**src/rtl/activation_pkg.sv**
```systemverilog
// rtl/activation_pkg.sv - shared mode/segment types, stage payload and FRAC-scaled constants for activation_pipe
package activation_pkg;

  typedef enum logic [1:0] {
    MODE_SIGMOID       = 2'd0,
    MODE_SIGMOID_DERIV = 2'd1,
    MODE_RELU          = 2'd2,
    MODE_LEAKY_RELU    = 2'd3
  } act_mode_t;

  typedef enum logic [1:0] {
    SEG_LOW  = 2'd0,
    SEG_MID  = 2'd1,
    SEG_HIGH = 2'd2,
    SEG_SAT  = 2'd3
  } seg_t;

  typedef struct packed {
    logic      valid;
    act_mode_t mode;
    logic      sign;
  } stage_ctrl_t;

  function automatic logic [63:0] c_one(input int frac);
    return 64'd1 << frac;
  endfunction

  function automatic logic [63:0] c_five(input int frac);
    return 64'd5 << frac;
  endfunction

  function automatic logic [63:0] c_2_375(input int frac);
    return 64'd19 << (frac - 3);
  endfunction

  function automatic logic [63:0] c_0_84375(input int frac);
    return 64'd27 << (frac - 5);
  endfunction

  function automatic logic [63:0] c_0_625(input int frac);
    return 64'd5 << (frac - 3);
  endfunction

  function automatic logic [63:0] c_half(input int frac);
    return 64'd1 << (frac - 1);
  endfunction

endpackage

```
**src/rtl/sigmoid_pwl_core.sv**
```systemverilog
// rtl/sigmoid_pwl_core.sv - two-stage piecewise-linear sigmoid (decode, then shift/add/fold/clamp)
module sigmoid_pwl_core #(
  parameter int WIDTH = 32,
  parameter int FRAC  = 16
) (
  input  logic             clk,
  input  logic             rst,
  input  logic             en,
  input  logic [WIDTH-1:0] x,
  output logic [WIDTH-1:0] sig
);
  import activation_pkg::*;

  localparam logic [WIDTH-1:0] ONE      = WIDTH'(c_one(FRAC));
  localparam logic [WIDTH-1:0] FIVE     = WIDTH'(c_five(FRAC));
  localparam logic [WIDTH-1:0] C2_375   = WIDTH'(c_2_375(FRAC));
  localparam logic [WIDTH-1:0] C0_84375 = WIDTH'(c_0_84375(FRAC));
  localparam logic [WIDTH-1:0] C0_625   = WIDTH'(c_0_625(FRAC));
  localparam logic [WIDTH-1:0] HALF     = WIDTH'(c_half(FRAC));
  localparam logic [WIDTH-1:0] LSB      = WIDTH'(1);

  logic [WIDTH-1:0] abs_c, dec_a, sig_c;
  seg_t             seg_c, dec_seg;
  logic             dec_neg;

  // Most-negative x negates to itself; as unsigned it is above FIVE and saturates.
  always_comb begin
    abs_c = x[WIDTH-1] ? -x : x;
    if (abs_c >= FIVE)        seg_c = SEG_SAT;
    else if (abs_c >= C2_375) seg_c = SEG_HIGH;
    else if (abs_c >= ONE)    seg_c = SEG_MID;
    else                      seg_c = SEG_LOW;
  end

  always_comb begin
    case (dec_seg)
      SEG_SAT:  sig_c = ONE;
      SEG_HIGH: sig_c = (dec_a >> 5) + C0_84375;
      SEG_MID:  sig_c = (dec_a >> 3) + C0_625;
      default:  sig_c = (dec_a >> 2) + HALF;
    endcase
    if (dec_neg)
      sig_c = ONE - sig_c;
    if (sig_c == '0)
      sig_c = LSB;
  end

  always_ff @(posedge clk) begin
    if (rst) begin
      dec_a   <= '0;
      dec_seg <= SEG_LOW;
      dec_neg <= 1'b0;
      sig     <= '0;
    end else if (en) begin
      dec_a   <= abs_c;
      dec_seg <= seg_c;
      dec_neg <= x[WIDTH-1];
      sig     <= sig_c;
    end
  end

endmodule

```
**src/rtl/activation_pipe.sv**
```systemverilog
// rtl/activation_pipe.sv - pipelined activation unit with valid/ready; ACTIVATION_DERIV_EN adds the sigmoid-derivative multiplier
module activation_pipe #(
  parameter int WIDTH = 32,
  parameter int FRAC  = 16,
  parameter int TAG_W = 8
) (
  input  logic             clk,
  input  logic             rst,
  input  logic             in_valid,
  output logic             in_ready,
  input  logic [WIDTH-1:0] in_data,
  input  logic [1:0]       in_mode,
  input  logic [TAG_W-1:0] in_tag,
  output logic             out_valid,
  input  logic             out_ready,
  output logic [WIDTH-1:0] out_data,
  output logic [TAG_W-1:0] out_tag
);
  import activation_pkg::*;

  logic en;
  stage_ctrl_t st1_ctrl, st2_ctrl, st3_ctrl;
  logic [TAG_W-1:0] st1_tag, st2_tag, st3_tag;
  logic [WIDTH-1:0] st1_x, st2_x, st3_x;
  logic [WIDTH-1:0] sig, deriv_c, result_c;
  logic signed [WIDTH-1:0] leaky_c;

  // One global enable: a stalled output freezes every stage, bubbles included.
  assign en       = !(out_valid && !out_ready);
  assign in_ready = en;

  always_ff @(posedge clk) begin
    if (rst) begin
      st1_ctrl <= '0;
      st2_ctrl <= '0;
      st3_ctrl <= '0;
      st1_tag  <= '0;
      st2_tag  <= '0;
      st3_tag  <= '0;
      st1_x    <= '0;
      st2_x    <= '0;
      st3_x    <= '0;
    end else if (en) begin
      st1_ctrl <= '{valid: in_valid, mode: act_mode_t'(in_mode), sign: in_data[WIDTH-1]};
      st1_tag  <= in_tag;
      st1_x    <= in_data;
      st2_ctrl <= st1_ctrl;
      st2_tag  <= st1_tag;
      st2_x    <= st1_x;
      st3_ctrl <= st2_ctrl;
      st3_tag  <= st2_tag;
      st3_x    <= st2_x;
    end
  end

  sigmoid_pwl_core #(
    .WIDTH (WIDTH),
    .FRAC  (FRAC)
  ) u_core (
    .clk (clk),
    .rst (rst),
    .en  (en),
    .x   (st1_x),
    .sig (sig)
  );

`ifdef ACTIVATION_DERIV_EN
  localparam logic [WIDTH-1:0] ONE = WIDTH'(c_one(FRAC));
  logic [2*WIDTH-1:0] prod_c;
  // s <= ONE, so the shifted product always fits in WIDTH bits.
  assign prod_c  = {{WIDTH{1'b0}}, sig} * {{WIDTH{1'b0}}, ONE - sig};
  assign deriv_c = WIDTH'(prod_c >> FRAC);
`else
  assign deriv_c = sig;
`endif

  assign leaky_c = $signed(st3_x) >>> 3;

  always_comb begin
    result_c = sig;
    case (st3_ctrl.mode)
      MODE_SIGMOID:       result_c = sig;
      MODE_SIGMOID_DERIV: result_c = deriv_c;
      MODE_RELU: begin
        if (st3_ctrl.sign) result_c = '0;
        else               result_c = st3_x;
      end
      MODE_LEAKY_RELU: begin
        if (st3_ctrl.sign) result_c = leaky_c;
        else               result_c = st3_x;
      end
      default:            result_c = sig;
    endcase
  end

  always_ff @(posedge clk) begin
    if (rst) begin
      out_valid <= 1'b0;
      out_data  <= '0;
      out_tag   <= '0;
    end else if (en) begin
      out_valid <= st3_ctrl.valid;
      out_data  <= result_c;
      out_tag   <= st3_tag;
    end
  end

endmodule
```
**config.mk**
```make
export PLATFORM = sky130hd
export DESIGN_NAME = activation_pipe
export DESIGN_NICKNAME = d
export VERILOG_FILES = /design/src/rtl/activation_pkg.sv /design/src/rtl/sigmoid_pwl_core.sv /design/src/rtl/activation_pipe.sv
export SDC_FILE = /design/constraint.sdc
export NUM_CORES = 1
export LEC_CHECK = 0
export ABC_AREA = 1
export CORE_ASPECT_RATIO = 1.5
export CORE_UTILIZATION = 25
export CTS_CLUSTER_DIAMETER = 30
export DETAILED_ROUTE_END_ITERATION = 10
export PLACE_DENSITY = 0.39
export SLEW_MARGIN = 15
export SYNTH_ARGS = -nofsm -noshare
export SYNTH_HDL_FRONTEND = slang
export SYNTH_HIERARCHICAL = 1
export SYNTH_SLANG_ARGS = --single-unit
export TNS_END_PERCENT = 100
```
**constraint.sdc**
```tcl
create_clock -name clk -period 3.5 [get_ports clk]
set_clock_uncertainty 0.15 [all_clocks]
set_input_delay 0.7 -clock clk [delete_from_list [all_inputs] [get_ports clk]]
set_output_delay 0.7 -clock clk [all_outputs]
set_load 0.05 [all_outputs]
```
After elaboration in Yosys (flattened, before gate mapping)
Cells that the tools add are included.
{"block": "totals", "elab_cells": 52, "register_bits": 240, "out_inout_bits": 42, "inputBits": 46}
{"block": "op_classes", "n_eq_ne": 6, "muxes": 10, "magnitude_cmp": 3, "reduce_logical": 6, "add_sub_neg": 5}
{"op": "32-bit one-hot mux with 3 select lines", "n": 2}
{"op": "32-bit 2-to-1 mux", "n": 4}
{"op": "32-bit by 17-bit >= comparator with 1-bit output (second input constant)", "n": 1}
{"op": "32-bit by 18-bit >= comparator with 1-bit output (second input constant)", "n": 1}
{"op": "32-bit by 19-bit >= comparator with 1-bit output (second input constant)", "n": 1}
{"op": "32-bit logical NOT", "n": 1}
{"op": "32-bit negator", "n": 1}
{"op": "17-bit by 32-bit subtractor with 32-bit output (first input constant)", "n": 1}
{"op": "30-bit by 16-bit adder with 31-bit output (second input constant)", "n": 1}
{"op": "31-bit 2-to-1 mux", "n": 1}
{"op": "29-bit by 16-bit adder with 30-bit output (second input constant)", "n": 1}
{"op": "27-bit by 16-bit adder with 28-bit output (second input constant)", "n": 1}
{"op": "2-bit equality test (second input constant)", "n": 4}
{"op": "2-bit by 1-bit equality test with 1-bit output (second input constant)", "n": 2}
{"op": "2-bit 2-to-1 mux", "n": 2}
{"op": "1-bit logical NOT", "n": 2}
{"op": "2-bit logical NOT", "n": 1}
{"op": "2-bit OR reduction", "n": 1}
{"op": "1-bit logical AND", "n": 1}
{"op": "1-bit 2-to-1 mux", "n": 1}

Longest topological paths before layout
Gate-level depths: netlist (run 1).
{"block": "depth", "depth_word": 6, "depth_mapped": 24}

Cells and area by module
The synthesis (run 1) kept the hierarchy.
{"module": "activation_pipe", "n_inst": 1, "area_per_inst_um2": 6438.7, "cells_each": 873}
{"module": "sigmoid_pwl_core", "n_inst": 1, "area_per_inst_um2": 5913.2, "cells_each": 1065}

Least setup slack after synthesis (run 1)
No wires, ideal clock.
{"block": "synth_timing", "kind": "register to register", "from": "register u_core.dec_a[17]", "to": "register u_core.sig[0]", "stages_incl_launch_ff": 20, "path_slack_ns": 0.977, "period_less_slack_ns": 2.523, "path_buffers": 0, "setup_ns": 0.122, "t_arrival_ns": 2.251, "path_cell_list": "dfxtp_1 -> inv_1 -> ha_1 -> nand2_1 -> nand3_1 -> nand2_1 -> nand2_1 -> o21ai_1 -> inv_1 -> nor2_1 -> nand2_1 -> nand2_2 -> nand2_1 -> nor2_1 -> nand2_1 -> nand2_1 -> xor2_1 -> nor2_1 -> nand2_1 -> a21oi_2"}
{"block": "synth_via", "elab_chain_cells": 6, "word_cells_on_any_way": 8, "classes_between": "4 x add/sub; 3 x mux; 1 x reduce/logical"}
{"element": "start: declaration", "line_no": "sigmoid_pwl_core.sv:22", "text": "logic [WIDTH-1:0] abs_c, dec_a, sig_c;"}
{"element": "start signal: assignment", "line_no": "sigmoid_pwl_core.sv:55", "text": "dec_a <= abs_c;"}
{"element": "30-bit by 16-bit adder with 31-bit output (tied with other cells)", "line_no": "sigmoid_pwl_core.sv:40", "text": "default: sig_c = (dec_a >> 2) + HALF;"}
{"element": "32-bit one-hot mux with 3 select lines *", "line_no": "sigmoid_pwl_core.sv:36", "text": "case (dec_seg)"}
{"element": "17-bit by 32-bit subtractor with 32-bit output", "line_no": "sigmoid_pwl_core.sv:43", "text": "sig_c = ONE - sig_c;"}
{"element": "32-bit 2-to-1 mux *", "line_no": "sigmoid_pwl_core.sv:42", "text": "if (dec_neg)"}
{"element": "32-bit logical NOT *", "line_no": "sigmoid_pwl_core.sv:44", "text": "if (sig_c == '0)"}
{"element": "32-bit 2-to-1 mux *", "line_no": "sigmoid_pwl_core.sv:44"}
{"element": "end signal: assignment", "line_no": "sigmoid_pwl_core.sv:58", "text": "sig <= sig_c;"}
{"element": "end: declaration", "line_no": "sigmoid_pwl_core.sv:10", "text": "output logic [WIDTH-1:0] sig"}
Every way passes the cells marked *; elsewhere a longest branch is shown, timed or not.
A chain may end at the register's enable or synchronous reset.

Final worst setup path (run 1)
{"block": "layout_timing", "from": "register u_core.dec_seg[1]", "to": "register u_core.sig[0]"}
{"block": "layout_via", "elab_chain_cells": 6, "word_cells_on_any_way": 8, "classes_between": "1 x add/sub; 3 x eq/ne; 3 x mux; 1 x reduce/logical"}
{"element": "start: declaration", "line_no": "sigmoid_pwl_core.sv:23", "text": "seg_t seg_c, dec_seg;"}
{"element": "start signal: assignment", "line_no": "sigmoid_pwl_core.sv:56", "text": "dec_seg <= seg_c;"}
{"element": "2-bit by 1-bit equality test with 1-bit output or 2-bit equality test (tied branches)", "line_no": "sigmoid_pwl_core.sv:36"}
{"element": "32-bit one-hot mux with 3 select lines *", "line_no": "sigmoid_pwl_core.sv:36"}
{"element": "17-bit by 32-bit subtractor with 32-bit output", "line_no": "sigmoid_pwl_core.sv:43"}
{"element": "32-bit 2-to-1 mux *", "line_no": "sigmoid_pwl_core.sv:42"}
{"element": "32-bit logical NOT", "line_no": "sigmoid_pwl_core.sv:44"}
{"element": "32-bit 2-to-1 mux *", "line_no": "sigmoid_pwl_core.sv:44"}
Marked as above.

==> impl_metrics.py, run 1 <==
metrics = {
    "clock_tree": {
        "hold_buffers": 0,
        "cts_tree": "built",
        "cts_root_buf": "clkbuf_16",
        "cts_buffer_depth": 3,
        "clkLatencyLatePin_ps": 570,
        "clkSinkCount": 235,
        "cts_made_buffers": 47,
        "htreeDepth": 2,
        "cts.clk_slew.worst_paths_ps": 50,
    },
    "route": {
        "via_count": 12500,
        "drc": 0,
        "avgRoutedWirePerCell_um": 17.4,
        "drtIter0Drc": 770,
        "drtAntennaViolNets": 0,
        "wl_um": 47000,
        "via_per_inst": 4.62,
        "first_pass_iters": 5,
    },
    "worst_setup_path": {
        "crit_path_end": "u_core/sig[0]$_SDFFE_PP0P_",
        "cp.required_ps": 3830,
        "cp_max_fo": 22,
        "r2r_end": "u_core/sig[0]$_SDFFE_PP0P_",
        "reg2reg_depth": 20,
        "max_stage_delay_ps": 330,
        "crit_path_start_kind": "flop",
        "r2r_setup_slack_ps": 410,
        "cpMaxStageDelayCell": "dfxtp_1",
        "cpMostUsedCell": "nand2_1",
        "crit_type": "flop to flop",
        "cp.arrival_ps": 3420,
        "cp-startpoint": "u_core/dec_seg[1]$_SDFFE_PP0P_",
        "reg2reg_from": "u_core/dec_seg[1]$_SDFFE_PP0P_",
        "endpoint_kind": "flop",
        "crit_path_cell_trace": "inv_4 -> nand2_4 -> inv_6 -> nand2_1 -> nand2_2 -> ha_1 -> nand2_1 -> nor2_1 -> nand2_1 -> nor2_2 -> nand2_1 -> nand2_2 -> nand3b_1 -> nand2_1 -> nand3b_1 -> nand2_1 -> nand3_1 -> nor2_1 -> nand2_1 -> a21oi_2",
    },
    "timing": {
        "fin_crit_ps": 3090,
        "hold_viol": 0,
        "max_clock_freq_ghz": 0.324,
        "drv_slew": 0,
        "worst_pin_slew_ps": 1080,
        "rsz0062_at_grt": "false",
        "holdWs_ps": 315,
        "slew_headroom_pct": 27.6,
        "setup_viol": 0,
        "setup_tns_ps": 0,
        "fin_crit_sh_pct": 88.3,
    },
    "layout": {
        "fin_nets": 2059,
        "layout.cells.most_common": "nor2_1",
        "fin_util_pct": 32.1,
        "drive_above_1_share_pct": 7.98,
        "area_growth_pct": 26.7,
        "layout_common_cells": "410 x nor2_1, 378 x nand2_1, 235 x dfxtp_1, 230 x o21ai_0, 177 x nand3_1",
        "n_antenna_cell": 0,
        "fill_cells": 5334,
    },
    "power": {
        "ir_worst_vdd_uv": 342,
        "cellLeakagePower_nw": 6.77,
        "p_per_area_mw_per_mm2": 591,
    },
    "run": {
        "drv_cap": 0,
    },
    "global_route": {
        "grt_pass1_wl_um": 72600,
        "grt_pass1_vias": 12300,
        "antenna_found_initial": 0,
        "grt_use_total_pct": 18.8,
        "grt_max_degree": 74,
        "grt-ovfl-total": 0,
    },
    "place": {
        "place_congestion": 0.860,
        "hpwl_um": 34500,
        "port_buffers": 87,
    },
    "logic_synthesis": {
        "ys_seq_area_share_pct": 38.1,
        "syn_area_sq_mm": 0.0124,
        "avgSynthCellArea_sq_um": 6.37,
        "yosys_warnings": 6,
        "syn_inst": 1938,
        "synth_nets": 1991,
        "yosys_register_bits": 235,
        "ys_types": 37,
    },
    "floorplan": {
        "start_util_pct": 25.4,
        "dieWidth_um": 183,
        "rows": 99,
        "io_pins": 88,
        "die_area_sq_mm": 0.0503,
        "die_height_um": 274,
        "core_area_sq_mm": 0.0487,
    },
    "outcome": {
        "outcome": "completed",
    },
    "min_path": {
        "min_path_type": "flop to flop",
    },
}
worst max-delay path, delay by kind of cell (launching register included):
kind | cells | cell delay (ps)
AOI/OAI and AO/OA | 1 | 120
adders and majority gates | 1 | 170
buffers and inverters | 2 | 400
DFF | 1 | 330
and+or+nand+nor | 16 | 1850
registers in the layout, indices dropped and copies added, names as in the netlist:
signal / cells
u_core/sig: 32
u_core/dec_seg: 2
st1_x: 31
out_data: 32
st2_tag: 8
st3_x: 31
out_valid: 1
u_core/dec_neg: 1
u_core/dec_a: 30
st3_ctrl: 4
out_tag: 8
st1_ctrl: 4
st2_x: 31
st2_ctrl: 4
st3_tag: 8
st1_tag: 8
cells by family after synthesis:
family                     Yosys count  share of synthesized area (%)
DFF                                235                           38.1
xor gates and xnor gates            37                           2.62
adders and majority gates            7                          0.709
buffers and inverters              279                           9.40
AOI/OAI and AO/OA                  350                           14.5
and+or+nand+nor                   1030                           34.7
metrics by stage:
step | instance area (sq um) | power (mW) | cells | setup WS (ps)
2_1_floorplan | 12400 | 3.94 | 1938 | 977
3_3_place_gp | 13900 | 4.48 | 2613 | 203
3_5_place_dp | 13900 | 4.47 | 2613 | 180
4_1_cts | 15600 | 9.37 | 2699 | 165
5_1_grt | 15600 | 9.66 | 2699 | 49.5
6_report | 15600 | 9.25 | 2699 | 411
how the worst min path moves through the flow:
stage                                     start                           to  slack (ps)  depth (start not counted)
finish                 st3_ctrl[3]$_SDFFE_PP0N_     st3_ctrl[3]$_SDFFE_PP0N_         320                          2
detailed placement       st3_x[22]$_SDFFE_PP0N_       st3_x[22]$_SDFFE_PP0N_         310                          2
floorplan              st3_ctrl[3]$_SDFFE_PP0N_     st3_ctrl[3]$_SDFFE_PP0N_         280                          2
global placement       st3_ctrl[3]$_SDFFE_PP0N_     st3_ctrl[3]$_SDFFE_PP0N_         310                          2
CTS                 u_core/sig[10]$_SDFFE_PP0P_  u_core/sig[10]$_SDFFE_PP0P_         320                          2
global route        u_core/sig[19]$_SDFFE_PP0P_  u_core/sig[19]$_SDFFE_PP0P_         340                          2
power breakdown:
part / leakage (nW) / switching [mW] / total [mW] / internal [mW]
combinational: 4.01 / 0.919 / 1.37 / 0.451
sequential: 1.93 / 0.170 / 3.04 / 2.87
clock: 0.824 / 1.65 / 4.85 / 3.20
total: 6.77 / 2.74 / 9.25 / 6.52
synth_stat cells, drive strengths merged:
master | instances | share of area [%]
dfxtp | 235 | 38
buf | 52 | 2.5
o31ai | 2 | 0.12
xor2 | 23 | 1.6
o211ai | 5 | 0.30
ha | 7 | 0.71
a21boi | 1 | 0.061
nor2 | 425 | 13
a211oi | 1 | 0.061
clkinv | 3 | 0.091
nand4 | 18 | 0.91
o21a | 1 | 0.061
o21ai | 233 | 9.4
nor4 | 3 | 0.15
nand3 | 178 | 7.3
clkbuf | 50 | 1.5
inv | 174 | 5.3
o21bai | 2 | 0.12
a21o | 1 | 0.061
nor3 | 6 | 0.24
nand3b | 4 | 0.24
nand2 | 392 | 12
or2 | 4 | 0.20
a21oi | 104 | 4.2
xnor2 | 14 | 0.99
layer usage:
layer  track usage [%]  part of all wire (%)
met1              21.1                    41
met2              35.6                    53
met3              1.89                   2.5
met4              8.42                   4.0
met5                 0                     0
cell type report:
| class | count | area, sq um | share of cell area, % |
|---|---|---|---|
| sequential | 235 | 4700 | 30.1 |
| clock buffer | 54 | 1250 | 8.00 |
| inverter | 177 | 677 | 4.33 |
| clock inverter | 32 | 474 | 3.03 |
| timing repair buffer | 121 | 1220 | 7.79 |
| multi-input combinational | 1424 | 6500 | 41.5 |
| tap | 656 | 821 | 5.25 |
repair_timing:
| item | 4_1_cts | 5_1_grt |
|---|---|---|
| gates resized for setup | 0 | 3 |
| setup buffers | 0 | 0 |
| endpoints found under the setup margin | 0 | 2 |
Note: power is estimated with default switching activity, not from simulation.
==> inputs of run 2 (changes only) <==
--- a/config.mk
+++ b/config.mk
@@ -5,11 +5,11 @@
 export SDC_FILE = /design/constraint.sdc
 export NUM_CORES = 1
 export LEC_CHECK = 0
-export ABC_AREA = 1
 export CORE_ASPECT_RATIO = 1.5
 export CORE_UTILIZATION = 25
 export CTS_CLUSTER_DIAMETER = 30
 export DETAILED_ROUTE_END_ITERATION = 10
+export GPL_TIMING_DRIVEN = 0
 export PLACE_DENSITY = 0.39
 export SLEW_MARGIN = 15
 export SYNTH_ARGS = -nofsm -noshare
==> run 2 against run 1 <==
Net effect: the flow now finishes with violations (setup timing); synthesized cell count decreased by 21%; first-iteration DRC count decreased by 24%; sequential share of layout area is 1.4 points lower; fmax down 19%; die area shrank 1.3%; sequential power down 2%; via count down 7.9%; worst setup slack worse by 710 ps; combinational power about the same; largest power group unchanged.
==> impl_metrics.py, run 2 <==
metrics = {
    "floorplan": {
        "io_pins": 88,
        "die_height_um": 273,
        "start_util_pct": 25.4,
        "rows": 98,
        "die_area_sq_mm": 0.0497,
        "dieWidth_um": 182,
        "core_area_sq_mm": 0.0479,
    },
    "clock_tree": {
        "cts_root_buf": "clkbuf_16",
        "clkSinkCount": 235,
        "clkLatencyLatePin_ps": 540,
        "cts_tree": "built",
        "cts_made_buffers": 44,
        "cts.clk_slew.worst_paths_ps": 50,
        "htreeDepth": 2,
        "cts_buffer_depth": 3,
    },
    "worst_setup_path": {
        "max_stage_delay_ps": 500,
        "cpMostUsedCell": "buf_8",
        "crit_path_start_kind": "flop",
        "cp_max_fo": 5,
        "endpoint_kind": "flop",
        "crit_family": "compound AO/OA/AOI/OAI gates",
        "cp.required_ps": 3780,
        "critPathBufInv": 3,
        "cpMaxStageDelayCell": "or4b_4",
        "crit_type": "flop to flop",
        "cp.arrival_ps": 4080,
        "crit_path_cell_trace": "buf_8 -> buf_8 -> buf_12 -> mux2i_4 -> nor2_4 -> a31oi_4 -> ha_4 -> o211ai_1 -> a21oi_2 -> nand3_2 -> o21a_1 -> o311a_1 -> or4b_4 -> nor4_4 -> nand4_1 -> o31ai_2",
    },
    "place": {
        "place_congestion": 0.891,
        "numPlacedInstances": 2261,
        "port_buffers": 87,
        "hpwl_um": 36800,
        "dp_slack_ps": -1110,
    },
    "layout": {
        "layout.cells.most_common": "nand2_1",
        "drive_above_1_share_pct": 18.4,
        "final_cells": 2393,
        "area_growth_pct": 35.2,
        "layout_common_cells": "314 x nand2_1, 229 x dfxtp_1, 208 x a21oi_1, 126 x nor2_1, 86 x clkdlybuf4s50_1",
        "reg_top3": "out_data x32, u_core/sig x32",
        "fin_nets": 1764,
    },
    "global_route": {
        "grt_use_total_pct": 19.2,
        "grt_pass1_wl_um": 72000,
        "grt-ovfl-total": 0,
        "antenna_found_initial": 0,
        "grt_max_degree": 12,
        "grt_pass1_vias": 11700,
    },
    "route": {
        "via_per_inst": 4.80,
        "top_layer": "met4",
        "drtIter0Drc": 583,
        "wl_met3_um": 1250,
        "drc": 0,
        "wl_met1_um": 18100,
        "wl_um": 48200,
        "first_pass_iters": 5,
        "avgRoutedWirePerCell_um": 20.1,
        "via_count": 11500,
        "wl_met2_um": 26500,
        "drtAntennaViolNets": 0,
    },
    "logic_synthesis": {
        "synth_edf_count": 0,
        "netlist.top_cell.by_area": "dfxtp_1",
        "async_flop_share_pct": 0,
        "avgSynthCellArea_sq_um": 8.00,
        "synth_nets": 1577,
        "synth_common_cells": "315 x nand2_1, 235 x dfxtp_1, 212 x a21oi_1, 128 x nor2_1, 69 x a211oi_1",
        "syn_area_sq_mm": 0.0122,
        "synth.area.top_cells": "dfxtp_1 39%, nand2_1 9.7%, a21oi_1 8.7%",
        "syn_inst": 1524,
        "ys_types": 89,
        "synth_flop_cell": "dfxtp_1",
        "yosys_warnings": 6,
        "synth_most_common_cell": "nand2_1",
        "synth_top_area_share_pct": 38.6,
        "ys_seq_area_share_pct": 38.6,
        "yosys_register_bits": 235,
    },
    "timing": {
        "worst_pin_slew_ps": 1130,
        "rsz0062_at_grt": "true",
        "max_clock_freq_ghz": 0.263,
        "setup_viol": 8,
        "fin_crit_ps": 3800,
        "slew_headroom_pct": 24.0,
        "drv_slew": 0,
        "fin_crit_sh_pct": 108,
        "fin_ws_ps": -297,
        "hold_viol": 0,
    },
    "run": {
        "drv_cap": 0,
    },
    "power": {
        "power_mw": 8.82,
        "cellLeakagePower_nw": 6.21,
        "p_per_area_mw_per_mm2": 535,
        "ir_worst_vdd_uv": 345,
    },
    "outcome": {
        "violations": "setup timing",
        "outcome": "finished with violations",
    },
    "min_path": {
        "min_path_type": "flop to flop",
    },
}
-- run 2: tightest hold or removal path, stage by stage, from the launching register on --
cell	delay (ps)
dfxtp_1	300
nand2_1	50
a21oi_1	50
-- run 2: layout make-up --
class / instances / area, sq um
plain buffers: 118 / 797
clock buffers: 50 / 1150
multi-input cells: 1155 / 7240
flip-flops and latches: 235 / 4720
repair buffers: 144 / 1330
clock inverters: 27 / 388
well taps: 650 / 813
fillers: 5072 / 31500
inverters: 13 / 52.6
diodes: 1 / 2.50
-- run 2: final timing paths --
| check | slack (ps) | to | startpoint | cells past startpoint |
|---|---|---|---|---|
| max | -300 | u_core/sig[0]$_SDFFE_PP0P_ | u_core/dec_seg[0]$_SDFFE_PP0P_ | 16 |
| min | 300 | st1_ctrl[3]$_SDFFE_PP0N_ | st1_ctrl[3]$_SDFFE_PP0N_ | 2 |
| min reg2reg | 300 | st1_ctrl[3]$_SDFFE_PP0N_ | st1_ctrl[3]$_SDFFE_PP0N_ | 2 |
| max reg2reg | -300 | u_core/sig[0]$_SDFFE_PP0P_ | u_core/dec_seg[0]$_SDFFE_PP0P_ | 16 |
-- run 2: through the flow --
step                hold WS, ps  util, %  instance area (sq um)  TNS (ps)
CTS                         301     33.5                  16100     -1240
detailed placement          294     29.0                  13900    -17280
global route                311     34.4                  16500     -2300
floorplan                   282        -                  12200      -254
global placement            288     29.0                  13900    -16300
finish                      298     34.4                  16500      -966
-- run 2: kinds of logic after synthesis --
logic type	share of synthesized area, %
DFF	38.6
and+or+nand+nor	23.5
adders and majority gates	0.718
xor gates and xnor gates	6.45
AOI/OAI and AO/OA	20.6
muxes	3.38
buffers and inverters	6.82
-- run 2: what timing repair did --
item | CTS | global route
hold buffers | 0 | 0
resized for setup | 75 | 56
buffers inserted | 35 | 22
endpoints found under the setup margin | 17 | 14
pin swaps | 26 | 34
cloned | 0 | 0
-- run 2: per-layer routing --
metal	track usage, %	vias to the layer above
met2	38.1	243
met3	1.92	97
met4	9.38	0
met5	0	-
li1	-	5674
met1	19.8	5478
-- run 2: where the power goes --
group,switching [mW],leakage (nW),internal (mW)
clock network,1.49,0.744,2.96
registers,0.157,1.93,2.83
logic,0.802,3.54,0.582
total,2.45,6.21,6.38
==> inputs of run 3 (changes only) <==
--- a/config.mk
+++ b/config.mk
@@ -7,6 +7,7 @@
 export LEC_CHECK = 0
 export CORE_ASPECT_RATIO = 1.5
 export CORE_UTILIZATION = 25
+export CTS_BUF_LIST = sky130_fd_sc_hd__clkbuf_8
 export CTS_CLUSTER_DIAMETER = 30
 export DETAILED_ROUTE_END_ITERATION = 10
 export GPL_TIMING_DRIVEN = 0
==> run 3 against run 2 <==
Net effect: the run still ends with setup timing left; sequential power about the same; global-route usage about the same; combinational power about the same; worst setup slack improved by 41 ps; register-to-register slack improved by 40 ps; non-clock buffer count decreased by 2; die area unchanged; highest routed layer unchanged; clock power decreased by 34%; hold slack got worse by 0.62 ps; sequential cell count unchanged.
==> impl_metrics.py, run 3 (synthesis results as in run 2) <==
metrics = {
    "worst_setup_path": {
        "crit_path_cell_trace": "buf_8 -> buf_8 -> buf_12 -> mux2i_4 -> nor2_4 -> a31oi_4 -> ha_4 -> o211ai_1 -> a21oi_2 -> nand3_2 -> o21a_1 -> or4_4 -> o41ai_4 -> xnor2_2 -> nand4_1 -> o31ai_2",
        "cp.required_ps": 3840,
        "crit_type": "flop to flop",
        "endpoint_kind": "flop",
        "crit_path_start_kind": "flop",
        "cp_max_fo": 5,
        "cp.arrival_ps": 4100,
        "cpMostUsedCell": "buf_8",
        "max_stage_delay_ps": 600,
        "cpMaxStageDelayCell": "or4_4",
        "reg2reg_depth": 16,
    },
    "route": {
        "drc": 0,
        "first_pass_iters": 5,
        "via_count": 11500,
        "via_per_inst": 4.81,
        "drtAntennaViolNets": 0,
        "wl_um": 48100,
        "drtIter0Drc": 667,
        "avgRoutedWirePerCell_um": 20.1,
    },
    "global_route": {
        "grt-ovfl-total": 0,
        "grt_max_degree": 13,
        "grt_use_total_pct": 19.2,
        "antenna_found_initial": 1,
        "grt_pass1_vias": 11800,
        "grt_pass1_wl_um": 71800,
    },
    "run": {
        "drv_cap": 0,
    },
    "place": {
        "place_congestion": 0.891,
        "hpwl_um": 36800,
        "port_buffers": 87,
        "numPlacedInstances": 2261,
    },
    "floorplan": {
        "die_height_um": 273,
        "dieWidth_um": 182,
        "rows": 98,
        "core_area_sq_mm": 0.0479,
        "start_util_pct": 25.4,
        "io_pins": 88,
        "die_area_sq_mm": 0.0497,
    },
    "min_path": {
        "min_path_type": "flop to flop",
        "whs_path_depth": 2,
    },
    "clock_tree": {
        "cts_root_buf": "clkbuf_8",
        "clkSinkCount": 235,
        "cts.clk_slew.worst_paths_ps": 60,
        "cts_made_buffers": 46,
        "cts_tree": "built",
        "htreeDepth": 2,
        "clkLatencyLatePin_ps": 590,
        "hold_buffers": 0,
        "cts_buffer_depth": 3,
    },
    "layout": {
        "fill_cells": 5163,
        "drive_above_1_share_pct": 18.1,
        "multiInputGateArea_sq_mm": 0.00719,
        "layout.cells.most_common": "nand2_1",
        "fin_nets": 1764,
        "fin_util_pct": 33.1,
        "reg_top3": "out_data x32, u_core/sig x32",
        "layout_common_cells": "313 x nand2_1, 230 x dfxtp_1, 206 x a21oi_1, 126 x nor2_1, 86 x clkdlybuf4s50_1",
        "area_growth_pct": 29.9,
        "seqCellArea_sq_mm": 0.00472,
        "final_cells": 2390,
    },
    "timing": {
        "slew_headroom_pct": 31.5,
        "fin_crit_ps": 3760,
        "hold_viol": 0,
        "max_clock_freq_ghz": 0.266,
        "drv_slew": 0,
        "fin_ws_ps": -256,
        "setup_viol": 8,
        "rsz0062_at_grt": "true",
        "worst_pin_slew_ps": 1020,
        "fin_crit_sh_pct": 107,
        "setup_tns_ps": -1000,
    },
    "outcome": {
        "violations": "setup timing",
        "outcome": "finished with violations",
    },
    "power": {
        "p_per_area_mw_per_mm2": 461,
        "power_mw": 7.31,
        "cellLeakagePower_nw": 5.97,
        "ir_worst_vdd_uv": 292,
    },
}
==> run 3: final timing paths <==
path                                                     start                    endpoint  slack, ps
worst max register to register  u_core/dec_seg[0]$_SDFFE_PP0P_  u_core/sig[0]$_SDFFE_PP0P_       -260
worst min-delay path                    st2_x[17]$_SDFFE_PP0N_      st3_x[17]$_SDFFE_PP0N_        300
worst max-delay path            u_core/dec_seg[0]$_SDFFE_PP0P_  u_core/sig[0]$_SDFFE_PP0P_       -260
worst min register to register          st2_x[17]$_SDFFE_PP0N_      st3_x[17]$_SDFFE_PP0N_        300
==> run 3: area by class of cell <==
class	instances	share of cell area, %
plain buffers	117	5.03
inverters	13	0.332
flip-flops and latches	235	29.8
diodes	2	0.0316
repair buffers	143	8.29
clock inverters	25	1.69
clock buffers	50	4.34
well taps	650	5.13
multi-input cells	1155	45.4
==> run 3: report_power, final <==
| part | internal (mW) | switching, mW | total (mW) |
|---|---|---|---|
| Combinational | 0.577 | 0.799 | 1.38 |
| Clock | 1.69 | 1.25 | 2.95 |
| Sequential | 2.83 | 0.156 | 2.98 |
| Total | 5.10 | 2.21 | 7.31 |
==> run 3: metal layers <==
metal  wire, um  GRT usage (%)
met1      18000           19.6
met5          0              0
met4       2160           9.38
met3       1170           2.05
met2      26800           38.2
==> run 3: repair_timing <==
item | 4_1_cts | 5_1_grt
cloned | 0 | 0
pin swaps | 25 | 31
setup buffers | 34 | 22
endpoints found under the setup margin | 18 | 14
gates resized for setup | 73 | 55
==> run 3: per-stage QoR <==
step	instance area [sq um]	worst slack, ps	hold slack (ps)
3_3_place_gp	13900	-1100	288
2_1_floorplan	12200	-210	282
6_report	15800	-256	297
4_1_cts	15500	-324	302
3_5_place_dp	13900	-1110	294
5_1_grt	15800	-438	313
==> run 3: critical path: cells and delay by family (launching register included) <==
| kind | cells | cell delay [ps] |
|---|---|---|
| muxes | 1 | 250 |
| AOI/OAI and AO/OA | 6 | 1360 |
| adders and majority gates | 1 | 180 |
| and+or+nand+nor | 4 | 910 |
| DFF | 1 | 350 |
| buffers and inverters | 3 | 290 |
| xor gates and xnor gates | 1 | 180 |
==> RTL change: new RTL, config.mk and constraints of run 1 <==
`WIDTH` is set to 32 in 2 places; all go to 40.
--- a/src/rtl/sigmoid_pwl_core.sv
+++ b/src/rtl/sigmoid_pwl_core.sv
@@ -1,5 +1,5 @@
 // rtl/sigmoid_pwl_core.sv - two-stage piecewise-linear sigmoid (decode, then shift/add/fold/clamp)
 module sigmoid_pwl_core #(
-  parameter int WIDTH = 32,
+  parameter int WIDTH = 40,
   parameter int FRAC  = 16
 ) (
--- a/src/rtl/activation_pipe.sv
+++ b/src/rtl/activation_pipe.sv
@@ -1,5 +1,5 @@
 // rtl/activation_pipe.sv - pipelined activation unit with valid/ready; ACTIVATION_DERIV_EN adds the sigmoid-derivative multiplier
 module activation_pipe #(
-  parameter int WIDTH = 32,
+  parameter int WIDTH = 40,
   parameter int FRAC  = 16,
   parameter int TAG_W = 8
Interface: changed (resized in_data and out_data); port bits go from 88 to 104. No check against the original RTL was run, so the function may have changed too.
==> RTL change against run 1 <==
Clock power up 36%; sequential power up 21%; critical path depth fell by 1; worst setup slack worse by 220 ps; final area grew 31%; first-iteration DRC count is 14% higher; area after synthesis grew 29%; wire length grew 45%; power rose by 32%; sequential cell count grew 48; critical path type unchanged.
==> RTL change: results <==
export IMPL_synth_cell_types=40
export IMPL_drt_iter0_drc=875
export IMPL_ys_top_cells_by_count="nand2_1 (522), nor2_1 (508), nand3_1 (285), dfxtp_1 (283), o21ai_0 (257)"
export IMPL_grt_first_pass_wirelength_um=104000
export IMPL_synth_seq_area_share=0.355
export IMPL_synth_nets=2606
export IMPL_nets=2733
export IMPL_pre_cts_slack_ps=-16.7
export IMPL_htreeDepth=3
export IMPL_grt_use_met3=0.0275
export IMPL_io_buffer_count=103
export IMPL_synth_cells=2545
export IMPL_grt_max_degree=80
export IMPL_insertion_delay_ps=600
export IMPL_layout_drive_gt1_share=0.111
export IMPL_totalWireLength_um=68200
export IMPL_wl_met3_um=2060
export IMPL_stdcell_count=3533
export IMPL_postCtsResizedCells=2
export IMPL_drt_met1_wl_um=26900
export IMPL_arrival_ps=3680
export IMPL_wl_met2_um=35600
export IMPL_max_slew_margin=0.417
export IMPL_ir_worst_vdd_uv=406
export IMPL_cts_made_buffers=69
export IMPL_via_per_inst=4.79
export IMPL_gp_congestion=0.934
export IMPL_placed_area_um2=18000
export IMPL_reg2reg_from="u_core/dec_a[32]"
export IMPL_nFillCells=6935
export IMPL_use_met2=0.399
export IMPL_placedCellCount=3403
export IMPL_crit_start="u_core/dec_a[32]"
export IMPL_grt_pass1_vias=17100
export IMPL_cellLeakagePower_nw=8.99
export IMPL_outcome="finished clean"
RTL change: changes by cell type after synthesis, moves of 27 or more:
cell            run 1  this run
nand2_1           378       522
nand3_1           177       285
nor2_1            410       508
inv_1             168       217
dfxtp_1           235       283
a21oi_1           103       135
o21ai_0           230       257
RTL change: worst paths after layout:
path / slack (ps) / cells after the start / to
setup / recovery: 190 / 19 / u_core/sig[0]
hold / removal: 300 / 2 / st3_ctrl[3]
hold reg to reg: 300 / 2 / st3_ctrl[3]
setup reg to reg: 190 / 19 / u_core/sig[0]
RTL change: power breakdown:
group,internal [W],switching [W],total (W)
Combinational,0.000633,0.00131,0.00194
Sequential,0.00346,0.000229,0.00369
Clock,0.00442,0.00216,0.00658
RTL change: kinds of logic (layout without fill, tap and decap cells):
family                     Yosys count  count (layout)  share of synthesized area
and+or+nand+nor                   1426            1426                      0.383
xor gates and xnor gates            38              38                     0.0209
adders and majority gates            7               7                    0.00549
DFF                                283             283                      0.355
AOI/OAI and AO/OA                  429             429                      0.137
buffers and inverters              362             545                     0.0985
RTL change: layout make-up:
class	instances	area, um^2	area share
multi-input cells	1900	8780	0.427
flip-flops and latches	283	5670	0.276
clock buffers	91	1960	0.0955
repair buffers	191	1800	0.0875
well taps	805	1010	0.0490
inverters	227	860	0.0418
clock inverters	36	464	0.0226
RTL change: worst max-delay path, cell delays in order, from the launching register on:
cell	delay (ps)
dfxtp_1	540
nand2_1	200
nor2_1	260
nand2_1	170
nor2_1	150
nand2_1	60
nand2_1	50
a21oi_1	120
nor2_2	250
buf_4	180
nand2_1	50
nor2_1	210
nand3_1	200
nand2_1	100
nand2_1	70
nand2_1	60
nand4_1	110
nor2_1	120
nand2_1	90
a21oi_2	110
